<file path="src/rtl/McoiDisplayPkg.sv">
// Shared display types: clock/reset bundle, LED frame layout, lamp-test FSM
// states and the tlc5920 driver word.
package McoiDisplayPkg;

  localparam int unsigned c_rows   = 4;
  localparam int unsigned c_states = 2;
  localparam int unsigned c_cols   = 16;

  // Clock plus synchronous active-high reset
  typedef struct packed {
    logic clk;
    logic reset;
  } ckrs_t;

  // Frame indexed [row][state][column]
  typedef logic [c_rows-1:0][c_states-1:0][c_cols-1:0] led_frame_t;

  typedef enum logic {
    s_LampTest = 1'b0,
    s_Normal   = 1'b1
  } lamp_fsm_t;

  // One serial word as shifted into the tlc5920 column driver
  typedef struct packed {
    logic [c_cols/2-1:0] data;
    logic [2:0]          addr;
    logic                latch;
    logic                blank_n;
  } tlc5920_t;

endpackage

</file>
<file path="src/rtl/led_blink_gen.sv">
// Blink divider: counts 0..g_blink_div-1 and toggles Phase_o on every wrap.
// Ports: ClkRs_ix (clock + sync reset), Phase_o (registered blink phase).
module led_blink_gen
  import McoiDisplayPkg::*;
#(
  parameter int unsigned g_blink_div = 50_000_000
) (
  input  ckrs_t ClkRs_ix,
  output logic  Phase_o
);

  localparam int unsigned cnt_w = $clog2(g_blink_div);
  localparam logic [cnt_w-1:0] cnt_last = cnt_w'(g_blink_div - 1);

  logic [cnt_w-1:0] cnt;

  // Half-period counter and phase toggle
  always_ff @(posedge ClkRs_ix.clk) begin
    if (ClkRs_ix.reset) begin
      cnt     <= '0;
      Phase_o <= 1'b0;
    end else if (cnt == cnt_last) begin
      cnt     <= '0;
      Phase_o <= ~Phase_o;
    end else begin
      cnt <= cnt + cnt_w'(1);
    end
  end

endmodule

</file>
<file path="src/rtl/led_frame_composer.sv">
// Double-buffered LED frame composer with blink mask and lamp test.
// Ports: ClkRs_ix clock/sync reset; Wr_i/WrAddr_ib3/WrData_ib16/WrBlink_i
// write one shadow word (data or blink mask); Commit_i copies shadow to
// active; LampTest_i (re)starts the lamp test; Ack_o write acknowledge;
// ledData_ob composed frame; BlinkPhase_o blink phase; LampTestActive_o
// flags lamp-test frames on ledData_ob.
module led_frame_composer
  import McoiDisplayPkg::*;
#(
  parameter int unsigned g_blink_div       = 50_000_000,
  parameter int unsigned g_lamptest_cycles = 100_000_000
) (
  input  ckrs_t       ClkRs_ix,
  input  logic        Wr_i,
  input  logic [2:0]  WrAddr_ib3,
  input  logic [15:0] WrData_ib16,
  input  logic        WrBlink_i,
  input  logic        Commit_i,
  input  logic        LampTest_i,
  output logic        Ack_o,
  output led_frame_t  ledData_ob,
  output logic        BlinkPhase_o,
  output logic        LampTestActive_o
);

  localparam int unsigned lt_w = $clog2(g_lamptest_cycles + 1);
  localparam logic [lt_w-1:0] lt_reload = lt_w'(g_lamptest_cycles - 1);
  localparam int unsigned frame_w = $bits(led_frame_t);

  led_frame_t      shadow_data, shadow_blink;
  led_frame_t      active_data, active_blink;
  lamp_fsm_t       state_q, state_d;
  logic [lt_w-1:0] lt_cnt_q, lt_cnt_d;
  logic [1:0]      wr_row;
  logic            wr_state;

  assign wr_row   = WrAddr_ib3[2:1];
  assign wr_state = WrAddr_ib3[0];

  led_blink_gen #(
    .g_blink_div (g_blink_div)
  ) u_blink (
    .ClkRs_ix (ClkRs_ix),
    .Phase_o  (BlinkPhase_o)
  );

  // Shadow/active buffers; commit reads the pre-write shadow at the same edge
  always_ff @(posedge ClkRs_ix.clk) begin
    if (ClkRs_ix.reset) begin
      shadow_data  <= '0;
      shadow_blink <= '0;
      active_data  <= '0;
      active_blink <= '0;
    end else begin
      if (Commit_i) begin
        active_data  <= shadow_data;
        active_blink <= shadow_blink;
      end
      if (Wr_i) begin
        if (WrBlink_i) shadow_blink[wr_row][wr_state] <= WrData_ib16;
        else           shadow_data[wr_row][wr_state]  <= WrData_ib16;
      end
    end
  end

  // Lamp-test FSM state register
  always_ff @(posedge ClkRs_ix.clk) begin
    if (ClkRs_ix.reset) begin
      state_q  <= s_LampTest;
      lt_cnt_q <= lt_reload;
    end else begin
      state_q  <= state_d;
      lt_cnt_q <= lt_cnt_d;
    end
  end

  // Lamp-test FSM next state; a request during the test restarts it
  always_comb begin
    state_d  = state_q;
    lt_cnt_d = lt_cnt_q;
    case (state_q)
      s_LampTest: begin
        if (LampTest_i)              lt_cnt_d = lt_reload;
        else if (lt_cnt_q == '0)     state_d  = s_Normal;
        else                         lt_cnt_d = lt_cnt_q - lt_w'(1);
      end
      s_Normal: begin
        if (LampTest_i) begin
          state_d  = s_LampTest;
          lt_cnt_d = lt_reload;
        end
      end
    endcase
  end

  // Registered outputs; LampTestActive_o tracks the frame being shown
  always_ff @(posedge ClkRs_ix.clk) begin
    if (ClkRs_ix.reset) begin
      Ack_o            <= 1'b0;
      ledData_ob       <= '0;
      LampTestActive_o <= 1'b1;
    end else begin
      Ack_o            <= Wr_i;
      LampTestActive_o <= (state_q == s_LampTest);
      if (state_q == s_LampTest) ledData_ob <= '1;
      else ledData_ob <= active_data & ~(active_blink & {frame_w{BlinkPhase_o}});
    end
  end

endmodule

</file>
<file path="config.mk">
export PLATFORM = sky130hd
export DESIGN_NAME = led_frame_composer
export DESIGN_NICKNAME = d
export VERILOG_FILES = /design/src/rtl/McoiDisplayPkg.sv /design/src/rtl/led_blink_gen.sv /design/src/rtl/led_frame_composer.sv
export SDC_FILE = /design/constraint.sdc
export NUM_CORES = 1
export LEC_CHECK = 0
export ABC_AREA = 1
export ABC_CLOCK_PERIOD_IN_PS = 2200
export CAP_MARGIN = 20
export CORE_MARGIN = 1.5
export CORE_UTILIZATION = 40
export CTS_BUF_LIST = sky130_fd_sc_hd__clkbuf_8
export DETAILED_ROUTE_END_ITERATION = 8
export DONT_BUFFER_PORTS = 1
export PLACE_DENSITY = 0.51
export SLEW_MARGIN = 0
export SYNTH_ARGS = -nofsm -noshare
export SYNTH_HDL_FRONTEND = slang
export SYNTH_SLANG_ARGS = --single-unit
export TNS_END_PERCENT = 10
</file>
<file path="constraint.sdc">
create_clock -name ClkRs_ix -period 2.2 [get_ports ClkRs_ix]
set_input_delay 0.55 -clock ClkRs_ix [delete_from_list [all_inputs] [get_ports ClkRs_ix]]
set_output_delay 0.55 -clock ClkRs_ix [all_outputs]
set_load 0.05 [all_outputs]
</file>
# After elaboration in Yosys (flattened, before gate mapping)
# Cells that the tools add are included.
dict set report word_totals {
  register_bits 697
  inputBits 25
  output_inout_bits 131
  elab_cells 83
}
dict set report classes {
  n_addsub 2
  n_lt_le_gt_ge 4
  n_eq_ne 3
  mux 15
  bitwise_logic 6
  reduce_logical 7
}
# operator count
set op_table {}
lappend op_table {{$and A128 B128 Y128} 2}
lappend op_table {{$bwmux W128} 2}
lappend op_table {{$mux W128} 1}
lappend op_table {{$not A128 Y128} 1}
lappend op_table {{$mux W27} 3}
lappend op_table {{$demux W32 S2} 1}
lappend op_table {{$pmux W27 S2} 1}
lappend op_table {{$mux W32} 1}
lappend op_table {{$logic_not A27 Y1} 1}
lappend op_table {{$sub A27 B1 Y27 const B} 1}
lappend op_table {{$add A26 B1 Y26 const B} 1}
lappend op_table {{$eq A26 B26 Y1 const B} 1}
lappend op_table {{$demux W16 S1} 1}
lappend op_table {{$mux W16} 1}
lappend op_table {{$reduce_and A2 Y1} 3}
lappend op_table {{$lt A2 B3 Y1 const B} 1}
lappend op_table {{$mux W1} 3}
lappend op_table {{$ne A3 B3 Y1 const B} 1}
lappend op_table {{$not A1 Y1} 3}
lappend op_table {{$ge A2 B1 Y1 const B} 1}
lappend op_table {{$logic_and A1 B1 Y1} 2}
lappend op_table {{$lt A1 B2 Y1 const B} 1}
lappend op_table {{$ne A2 B2 Y1 const B} 1}
lappend op_table {{$pmux W1 S2} 1}
lappend op_table {{other kinds (2)} 2}

# Logic depth before layout (Yosys ltp)
# Gate-level depths: netlist of the first run.
dict set report logic_depth {
  word_depth 7
  ltp_mapped 12
  ltp_nobuf 12
}

# By module
# From an unflattened synthesis of the first run, not the netlist that was laid out.
dict set report unflattened {
  hier_cells 3204
  area_unflattened_um2 25036.5
}
# module instances cells_per_inst area_per_inst_um2 seq_area_each_um2
set modules_own_cells {}
lappend modules_own_cells {led_frame_composer 1 2969 23521.3 13412.9}
lappend modules_own_cells {led_blink_gen 1 235 1515.2 540.5}

# Worst setup path before layout of the first run
# No wires, ideal clock.
dict set report synth_path {
  path_kind {register to register}
  startpoint {register u_blink.Phase_o}
  endpoint {register ledData_ob[32] (netlist name)}
  setup_time_ns 0.132
  arrival_time_ns 1.505
  required_ns 2.068
  path_slack_ns 0.563
  path_stages_with_launch 7
  n_path_buf 3
  synth_period_minus_slack_ns 1.637
  path_cell_list {dfxtp_1 -> clkbuf_1 -> inv_2 -> buf_2 -> clkbuf_1 -> o21ai_0 -> a21oi_1}
}
dict set report synth_between {
  elab_chain_len 4
}
# item line_no
set synth_lines {}
lappend synth_lines {{start: declaration} led_blink_gen.sv:9} ;# output logic Phase_o
lappend synth_lines {{start signal: assignment} led_blink_gen.sv:24} ;# Phase_o <= ~Phase_o;
lappend synth_lines {{$and A128 B128 Y128} led_frame_composer.sv:106} ;# else ledData_ob <= active_data & ~(active_blink & {frame_w{BlinkPhase_o}});
lappend synth_lines {{$not A128 Y128} led_frame_composer.sv:106}
lappend synth_lines {{$and A128 B128 Y128} led_frame_composer.sv:106}
lappend synth_lines {{$mux W128} led_frame_composer.sv:105} ;# if (state_q == s_LampTest) ledData_ob <= '1;
lappend synth_lines {{end signal: assignment} led_frame_composer.sv:106}
lappend synth_lines {{end: declaration} led_frame_composer.sv:21} ;# output led_frame_t ledData_ob,
# Every way passes these cells.
# A chain may end at the register's enable or synchronous reset.

# Worst setup path after layout of the first run
dict set report layout_path {
  startpoint {register u_blink.Phase_o}
  endpoint {output port BlinkPhase_o}
}
# item line_no
set layout_lines {}
lappend layout_lines {{end: declaration} led_frame_composer.sv:22} ;# output logic BlinkPhase_o,
# No word-level cell between the ends.

==> results of run 1 <==
[power by group through the flow]
stage	Clock, mW	Combinational [mW]	Sequential (mW)
floorplan	7.25	1.15	22.4
detailed placement	5.85	1.66	22.9
global route	40.1	2.21	23.1
global placement	5.85	1.66	22.9
CTS	37.4	1.98	22.7
finish	36.1	1.99	22.7
[cells in the final DEF (no fill, tap or decap), types with 22 or more instances in the layout]
cell	synthesis	final
sky130_fd_sc_hd__nor2_1	774	774
sky130_fd_sc_hd__dfxtp_1	697	695
sky130_fd_sc_hd__o21ai_0	613	613
sky130_fd_sc_hd__clkinv_1	1	571
sky130_fd_sc_hd__a21oi_1	306	306
sky130_fd_sc_hd__clkbuf_8	0	304
sky130_fd_sc_hd__inv_1	196	242
sky130_fd_sc_hd__nand2_1	204	204
sky130_fd_sc_hd__nand3_1	51	51
sky130_fd_sc_hd__buf_4	3	30
sky130_fd_sc_hd__bufinv_16	0	24
sky130_fd_sc_hd__nor3_1	22	22
[layer usage]
metal	global-route usage	up-vias
met5	0	-
met4	0.325	0
met3	0.193	218
met2	0.337	952
met1	0.258	11100
li1	-	11700
[worst min-delay path by stage]
stage                     start  cells after the start  slack (ps)               to
floorplan           ClkRs_ix[0]                      3         320      lt_cnt_q[2]
global placement    ClkRs_ix[0]                      1          60  u_blink.Phase_o
detailed placement  ClkRs_ix[0]                      1          60  u_blink.Phase_o
CTS                 ClkRs_ix[0]                      4         -80   ledData_ob[74]
global route        ClkRs_ix[0]                      4         -90  ledData_ob[103]
finish              ClkRs_ix[0]                      4         -90   ledData_ob[74]
[area by class of cell]
cell class | count | area (sq um)
Antenna cell | 6 | 15.0
Clock buffer | 304 | 4180
Clock inverter | 673 | 3290
Fill cell | 5977 | 28200
Inverter | 211 | 801
Multi-Input combinational cell | 2059 | 9380
Sequential cell | 697 | 14000
Tap cell | 837 | 1050
Timing Repair Buffer | 71 | 860
[cell families (layout without fill, tap and decap cells)]
logic type,count (synthesis),in the layout,share of synthesized area
xor gates and xnor gates,8,8,0.00280
AOI/OAI and AO/OA,925,925,0.186
and+or+nand+nor,1124,1124,0.186
other,0,6,0
buffers and inverters,426,1259,0.0668
adders and majority gates,2,2,0.00100
DFF,697,697,0.558
[per-stage QoR]
stage | total power [mW] | cell area, sq um | hold WS, ps
2_1_floorplan | 30.8 | 25000 | 324
3_3_place_gp | 30.4 | 25600 | 65.0
3_5_place_dp | 30.5 | 25600 | 64.8
4_1_cts | 62.1 | 33500 | -79.5
5_1_grt | 65.4 | 33500 | -89.7
6_report | 60.7 | 33500 | -85.1
[Yosys cell counts (all sizes together)]
cell type,count
or3,1
nor2,801
nor3,25
ha,2
buf,37
nand3b,10
a21oi,307
clkinv,1
nor4,1
xor2,7
clkbuf,176
o21ai,617
inv,212
or2,5
o21bai,1
dfxtp,697
nand3,53
nand4,12
nand2,216
xnor2,1
[timing repair]
| action | in CTS | in global routing |
|---|---|---|
| hold buffers | 33 | 0 |
| endpoints found under the hold margin | 265 | 0 |
| gates resized for setup | 0 | 1 |
| setup endpoints to repair | 0 | 1 |
[sequential cells by signal (all words and copies together), names as in the netlist]
register / flops
shadow_data: 128
state_q: 1
active_blink: 128
u_blink.Phase_o: 1
LampTestActive_o: 1
shadow_blink: 128
ledData_ob: 128
Ack_o: 1
u_blink.cnt: 26
lt_cnt_q: 27
active_data: 128
==> metrics.log, run 1 <==
INFO  metric setup_viol = 0
INFO  metric path_max_fanout = 34
INFO  metric antenna_violating_nets_post_route = 0
INFO  metric post-route-period-util = 0.922
INFO  metric number_of_antenna_violations_at_the_first_check_in_global_routing = 4
INFO  metric cpLargestDelayFamily = buffers and inverters
INFO  metric post-dp-hpwl = 39000 um
INFO  metric met2_length = 37800 um
INFO  metric area_delta_synth_final = 34.1%
INFO  metric seq_area_frac_synth = 0.558
INFO  metric fmax = 0.493 GHz
INFO  metric met3RoutedLength = 7430 um
INFO  metric sequential_cell_fraction_of_total_power = 0.373
INFO  metric synth_area_leaders = sky130_fd_sc_hd__dfxtp_1, sky130_fd_sc_hd__o21ai_0, sky130_fd_sc_hd__nor2_1
INFO  metric hold_path.class = clk2reg
INFO  metric timing.critical_path.slowest_stage_cell = sky130_fd_sc_hd__buf_6
INFO  metric place_inst = 3843
INFO  metric run_status = finished with violations
INFO  metric setup.worst_path.class = reg2out
INFO  metric worst_clock_skew = 39.4 ps
INFO  metric globalRouteOverflowTotal = 0
INFO  metric cts.sinks = 697
INFO  metric drive_gt1_frac = 0.119
INFO  metric timing.reg2reg.setup_slack = 380 ps
INFO  metric endpoint_kind = primary output
INFO  metric grt_pass1_wl = 130000 um
INFO  metric synth_top_cell_by_area = sky130_fd_sc_hd__dfxtp_1
INFO  metric critical_path.startpoint_type = register
INFO  metric maxCapViolations = 0
INFO  metric drt_pass1_iterations = 8
INFO  metric whs = -85.1 ps
INFO  metric top_signal_layer_used = met4
INFO  metric postSynthCellCount = 3182
INFO  metric syn_area_per_cell = 7.86 sq um
INFO  metric synth.ff_latch_count = 697
INFO  metric timing.rr.start = u_blink.cnt[0]
INFO  metric utilization = 0.543
INFO  metric number_of_logic_stages_on_the_critical_path_including_buffering = 1
INFO  metric hold_violations = 124
INFO  metric post_place_worst_slack = -5250 ps
INFO  metric grt_setup_unrepaired = false
INFO  metric tritoncts = yes
INFO  metric post_drt_via_cell_ratio = 4.94
INFO  metric detail_route.iter0.violations = 1538
INFO  metric die-height = 253 um
INFO  metric pwr-share-clk = 0.594
INFO  metric vdd.ir_drop.worst = 0.967 mV
INFO  metric p_sw_frac = 0.402
INFO  metric number_of_placed_i_o_pins = 156
INFO  metric worst_slew_margin_rel = 0.230
INFO  metric fp.coreArea = 0.0617 sq mm
INFO  metric pin_slew_with_the_least_headroom_to_its_limit = 1150 ps
INFO  metric setup_slack = 172 ps
INFO  metric final-max-slew-violation-count = 0
INFO  metric first_global_vias = 32100
INFO  metric post-cts-setup-buffers = 0
INFO  metric drt-met1-wl = 35000 um
INFO  metric io_buffers = 0
INFO  metric path_buf_inv = 1
INFO  metric cp-endpoint = BlinkPhase_o
INFO  metric wl_per_cell = 17.1 um
INFO  metric grt_max_degree = 98
INFO  metric r2r_end = u_blink.cnt[16]
INFO  metric grtUsageTotal = 0.267
INFO  metric crit_path_max_incr_delay = 380 ps
INFO  metric violations = negative hold slack
INFO  metric num_rows = 91
INFO  metric syn_nets = 3209
INFO  metric detailroute.via_count = 24000
INFO  metric finalNetCount = 3857
INFO  metric reg2reg_depth = 10
INFO  metric internal_power = 36.3 mW
INFO  metric worstSkewPairLatency = 740 ps
INFO  metric number_of_distinct_library_cells_after_synthesis = 36
INFO  metric starting_utilization_of_the_core_area = 0.405
INFO  metric instances_no_fill = 4858
INFO  metric fin_crit = 2030 ps
INFO  metric yosysTopAreaCellShare = 0.558
INFO  metric overall_die_area = 0.0640 sq mm
INFO  metric cp.arrival = 1480 ps
INFO  metric die-width = 253 um
INFO  metric comb_power_share = 0.033
INFO  metric total_switching_power = 24.4 mW
INFO  metric worstPathRequired = 1650 ps
INFO  metric worst_setup_path_startpoint = u_blink.Phase_o
INFO  metric setup_total_negative_slack = 0 ps
INFO  metric synthesis.area = 0.0250 sq mm
INFO  metric finalWeightedCongestion = 0.809
INFO  metric finalWirelength = 83000 um
INFO  metric power.static_leakage = 13.8 nW
INFO  metric power-per-cell-area = 1810 mW/mm^2
INFO  metric yosysWarnings = 0
INFO  metric path_cells = buf_6
INFO  metric cts.clk_slew.worst_paths = 60 ps
INFO  metric drt_drc_violations_left = 0
Power figures use the tool's default switching activity.
==> run 2, diff against run 1 <==
--- a/config.mk
+++ b/config.mk
@@ -7,13 +7,13 @@
 export LEC_CHECK = 0
 export ABC_AREA = 1
 export ABC_CLOCK_PERIOD_IN_PS = 2200
-export CAP_MARGIN = 20
+export CAP_MARGIN = 10
 export CORE_MARGIN = 1.5
-export CORE_UTILIZATION = 40
+export CORE_UTILIZATION = 55
 export CTS_BUF_LIST = sky130_fd_sc_hd__clkbuf_8
 export DETAILED_ROUTE_END_ITERATION = 8
 export DONT_BUFFER_PORTS = 1
-export PLACE_DENSITY = 0.51
+export PLACE_DENSITY = 0.67
 export SLEW_MARGIN = 0
 export SYNTH_ARGS = -nofsm -noshare
 export SYNTH_HDL_FRONTEND = slang
==> constraint.sdc (replaced) <==
create_clock -name ClkRs_ix -period 2.2 [get_ports ClkRs_ix]
set_input_delay 0.55 -clock ClkRs_ix [delete_from_list [all_inputs] [get_ports ClkRs_ix]]
set_output_delay 0.55 -clock ClkRs_ix [all_outputs]
set_load 0.1 [all_outputs]
==> run 2 against run 1 <==
Against the previous run:
- the run still ends with negative hold slack left
- critical endpoint unchanged
- clock skew down 12 ps
- power up 11%
- hold slack worse by 6.4 ps
- highest routed layer unchanged
- sequential power down 20%
- sequential share of layout area shrank 0.41 points
- design area rose by 0.99%
==> metrics.log, run 2 (synthesis gave the netlist of run 1 again) <==
INFO  metric post_dp_cell_area = 0.0262 sq mm (was 0.0256 sq mm)
INFO  metric post-cts-setup-buffers = 0 (unchanged)
INFO  metric path_buf_inv = 1 (unchanged)
INFO  metric die-height = 216 um (was 253 um)
INFO  metric worstSkewPairLatency = 750 ps (was 740 ps)
INFO  metric whs = -91.5 ps (was -85.1 ps)
INFO  metric hold_path_depth = 4 (unchanged)
INFO  metric fp.coreArea = 0.0445 sq mm (was 0.0617 sq mm)
INFO  metric grt_setup_unrepaired = false (unchanged)
INFO  metric io_buffers = 0 (unchanged)
INFO  metric post-dp-hpwl = 36300 um (was 39000 um)
INFO  metric final-max-slew-violation-count = 0 (unchanged)
INFO  metric path_max_fanout = 34 (unchanged)
INFO  metric hold_path_startpoint = ClkRs_ix[0] (unchanged)
INFO  metric drt_pass1_iterations = 6 (was 8)
INFO  metric finalWirelength = 81500 um (was 83000 um)
INFO  metric grt_pass1_wl = 126000 um (was 130000 um)
INFO  metric layout.cell_area.non_filler = 0.0339 sq mm (was 0.0335 sq mm)
INFO  metric mostFrequentLayoutCell = sky130_fd_sc_hd__nor2_1 (unchanged)
INFO  metric final_cell_mix = sky130_fd_sc_hd__nor2_1, sky130_fd_sc_hd__dfxtp_1, sky130_fd_sc_hd__o21ai_0 (unchanged)
INFO  metric num_rows = 77 (was 91)
INFO  metric critical_path.startpoint_type = register (unchanged)
INFO  metric cp.arrival = 1540 ps (was 1480 ps)
INFO  metric r2r_end = lt_cnt_q[22] (was u_blink.cnt[16])
INFO  metric starting_utilization_of_the_core_area = 0.562 (was 0.405)
INFO  metric min_to = ledData_ob[75] (was ledData_ob[74])
INFO  metric detail_route.iter0.violations = 2402 (was 1538)
INFO  metric fin_crit = 2090 ps (was 2030 ps)
INFO  metric drive_gt1_frac = 0.140 (was 0.119)
INFO  metric detailroute.via_count = 25500 (was 24000)
INFO  metric endpoint_kind = primary output (unchanged)
INFO  metric utilization = 0.761 (was 0.543)
INFO  metric timing.rr.start = lt_cnt_q[0] (was u_blink.cnt[0])
INFO  metric tritoncts = yes (unchanged)
INFO  metric drt_drc_violations_left = 0 (unchanged)
INFO  metric number_of_antenna_violations_at_the_first_check_in_global_routing = 2 (was 4)
INFO  metric crit_path_max_incr_delay = 410 ps (was 380 ps)
INFO  metric worst_clock_skew = 27.2 ps (was 39.4 ps)
INFO  metric timing.critical_path.slowest_stage_cell = sky130_fd_sc_hd__buf_6 (unchanged)
INFO  metric number_of_placed_i_o_pins = 156 (unchanged)
INFO  metric run_status = finished with violations (unchanged)
INFO  metric worstPathRequired = 1650 ps (about the same)
INFO  metric timing.reg2reg.setup_slack = 290 ps (was 380 ps)
INFO  metric hold_path.class = clk2reg (unchanged)
INFO  metric grtUsageTotal = 0.348 (was 0.267)
INFO  metric violations = negative hold slack (unchanged)
INFO  metric power-per-cell-area = 1980 mW/mm^2 (was 1810 mW/mm^2)
INFO  metric grt_max_degree = 194 (was 98)
INFO  metric wl_per_cell = 17.3 um (was 17.1 um)
INFO  metric cpLargestDelayFamily = buffers and inverters (unchanged)
INFO  metric power.static_leakage = 14.2 nW (was 13.8 nW)
INFO  metric antenna_violating_nets_post_route = 0 (unchanged)
INFO  metric maxCapViolations = 0 (unchanged)
INFO  metric setup_viol = 0 (unchanged)
INFO  metric vdd.ir_drop.worst = 1.88 mV (was 0.967 mV)
INFO  metric path_cells = buf_6 (unchanged)
INFO  metric die-width = 216 um (was 253 um)
INFO  metric globalRouteOverflowTotal = 0 (unchanged)
INFO  metric post-route-period-util = 0.951 (was 0.922)
INFO  metric cts.sinks = 697 (unchanged)
INFO  metric fmax = 0.478 GHz (was 0.493 GHz)
INFO  metric setup.worst_path.class = reg2out (unchanged)
INFO  metric pin_slew_with_the_least_headroom_to_its_limit = 1170 ps (was 1150 ps)
INFO  metric overall_die_area = 0.0468 sq mm (was 0.0640 sq mm)
INFO  metric finalNetCount = 3973 (was 3857)
INFO  metric finalWeightedCongestion = 0.854 (was 0.809)
INFO  metric post_drt_via_cell_ratio = 5.41 (was 4.94)
INFO  metric reg2reg_depth = 12 (was 10)
INFO  metric hold_violations = 152 (was 124)
INFO  metric worst_slew_margin_rel = 0.215 (was 0.230)
INFO  metric cts.clk_slew.worst_paths = 70 ps (was 60 ps)
INFO  metric area_delta_synth_final = 35.4% (was 34.1%)
INFO  metric first_global_vias = 32600 (was 32100)
==> run 2: cell types whose count changed in the layout (fill, tap and decap cells not counted), moves of 4 or more <==
cell / previous run / this run
sky130_fd_sc_hd__inv_6: 6 / 2
sky130_fd_sc_hd__inv_1: 242 / 237
sky130_fd_sc_hd__buf_12: 17 / 10
sky130_fd_sc_hd__diode_2: 6 / 2
sky130_fd_sc_hd__clkbuf_8: 304 / 289
sky130_fd_sc_hd__dlygate4sd3_1: 20 / 39
sky130_fd_sc_hd__buf_4: 30 / 148
sky130_fd_sc_hd__clkinv_1: 571 / 558
sky130_fd_sc_hd__clkinvlp_4: 3 / 7
==> run 2: metrics by stage <==
stage	setup slack, ps	cells	setup TNS [ps]	power [mW]
5_1_grt	85.6	4708	0	71.1
2_1_floorplan	93.9	3182	0	35.5
6_report	108	4709	0	67.2
4_1_cts	126	4698	0	67.7
3_5_place_dp	-5250	3720	-2252300	36.9
3_3_place_gp	-5250	3720	-2252300	36.9
==> run 2: worst max-delay path by stage <==
stage | from | slack, ps | cells past startpoint | to
finish | u_blink.Phase_o | 110 | 1 | BlinkPhase_o
global route | u_blink.Phase_o | 90 | 1 | BlinkPhase_o
global placement | ClkRs_ix[0] | -5250 | 3 | u_blink.cnt[16]
CTS | u_blink.Phase_o | 130 | 1 | BlinkPhase_o
floorplan | ClkRs_ix[0] | 90 | 6 | shadow_data[16]
detailed placement | ClkRs_ix[0] | -5250 | 3 | u_blink.cnt[16]
==> run 2: per-layer routing <==
metal,vias to the layer above,part of all wire,GRT usage
li1,11900,-,-
met1,11800,0.38,0.326
met2,1429,0.47,0.450
met3,327,0.11,0.247
met4,0,0.043,0.426
met5,-,0,0
==> run 2: power by group <==
part	total (mW)	internal [mW]	switching, mW
Combinational	13.0	2.04	11.0
Clock	36.0	18.7	17.3
Sequential	18.2	16.7	1.48
==> run 2: cell type report <==
class | count | area [sq um]
inverters | 211 | 800
repair buffers | 198 | 1710
diodes | 2 | 5.00
clock buffers | 289 | 3980
fillers | 3114 | 10600
well taps | 592 | 741
clock inverters | 661 | 3290
flip-flops and latches | 697 | 14000
multi-input cells | 2059 | 9380
==> run 2: what timing repair did <==
action	CTS	global route
endpoints found under the setup margin	1	0
hold buffers	30	9
gates resized for setup	1	0
endpoints found under the hold margin	162	10
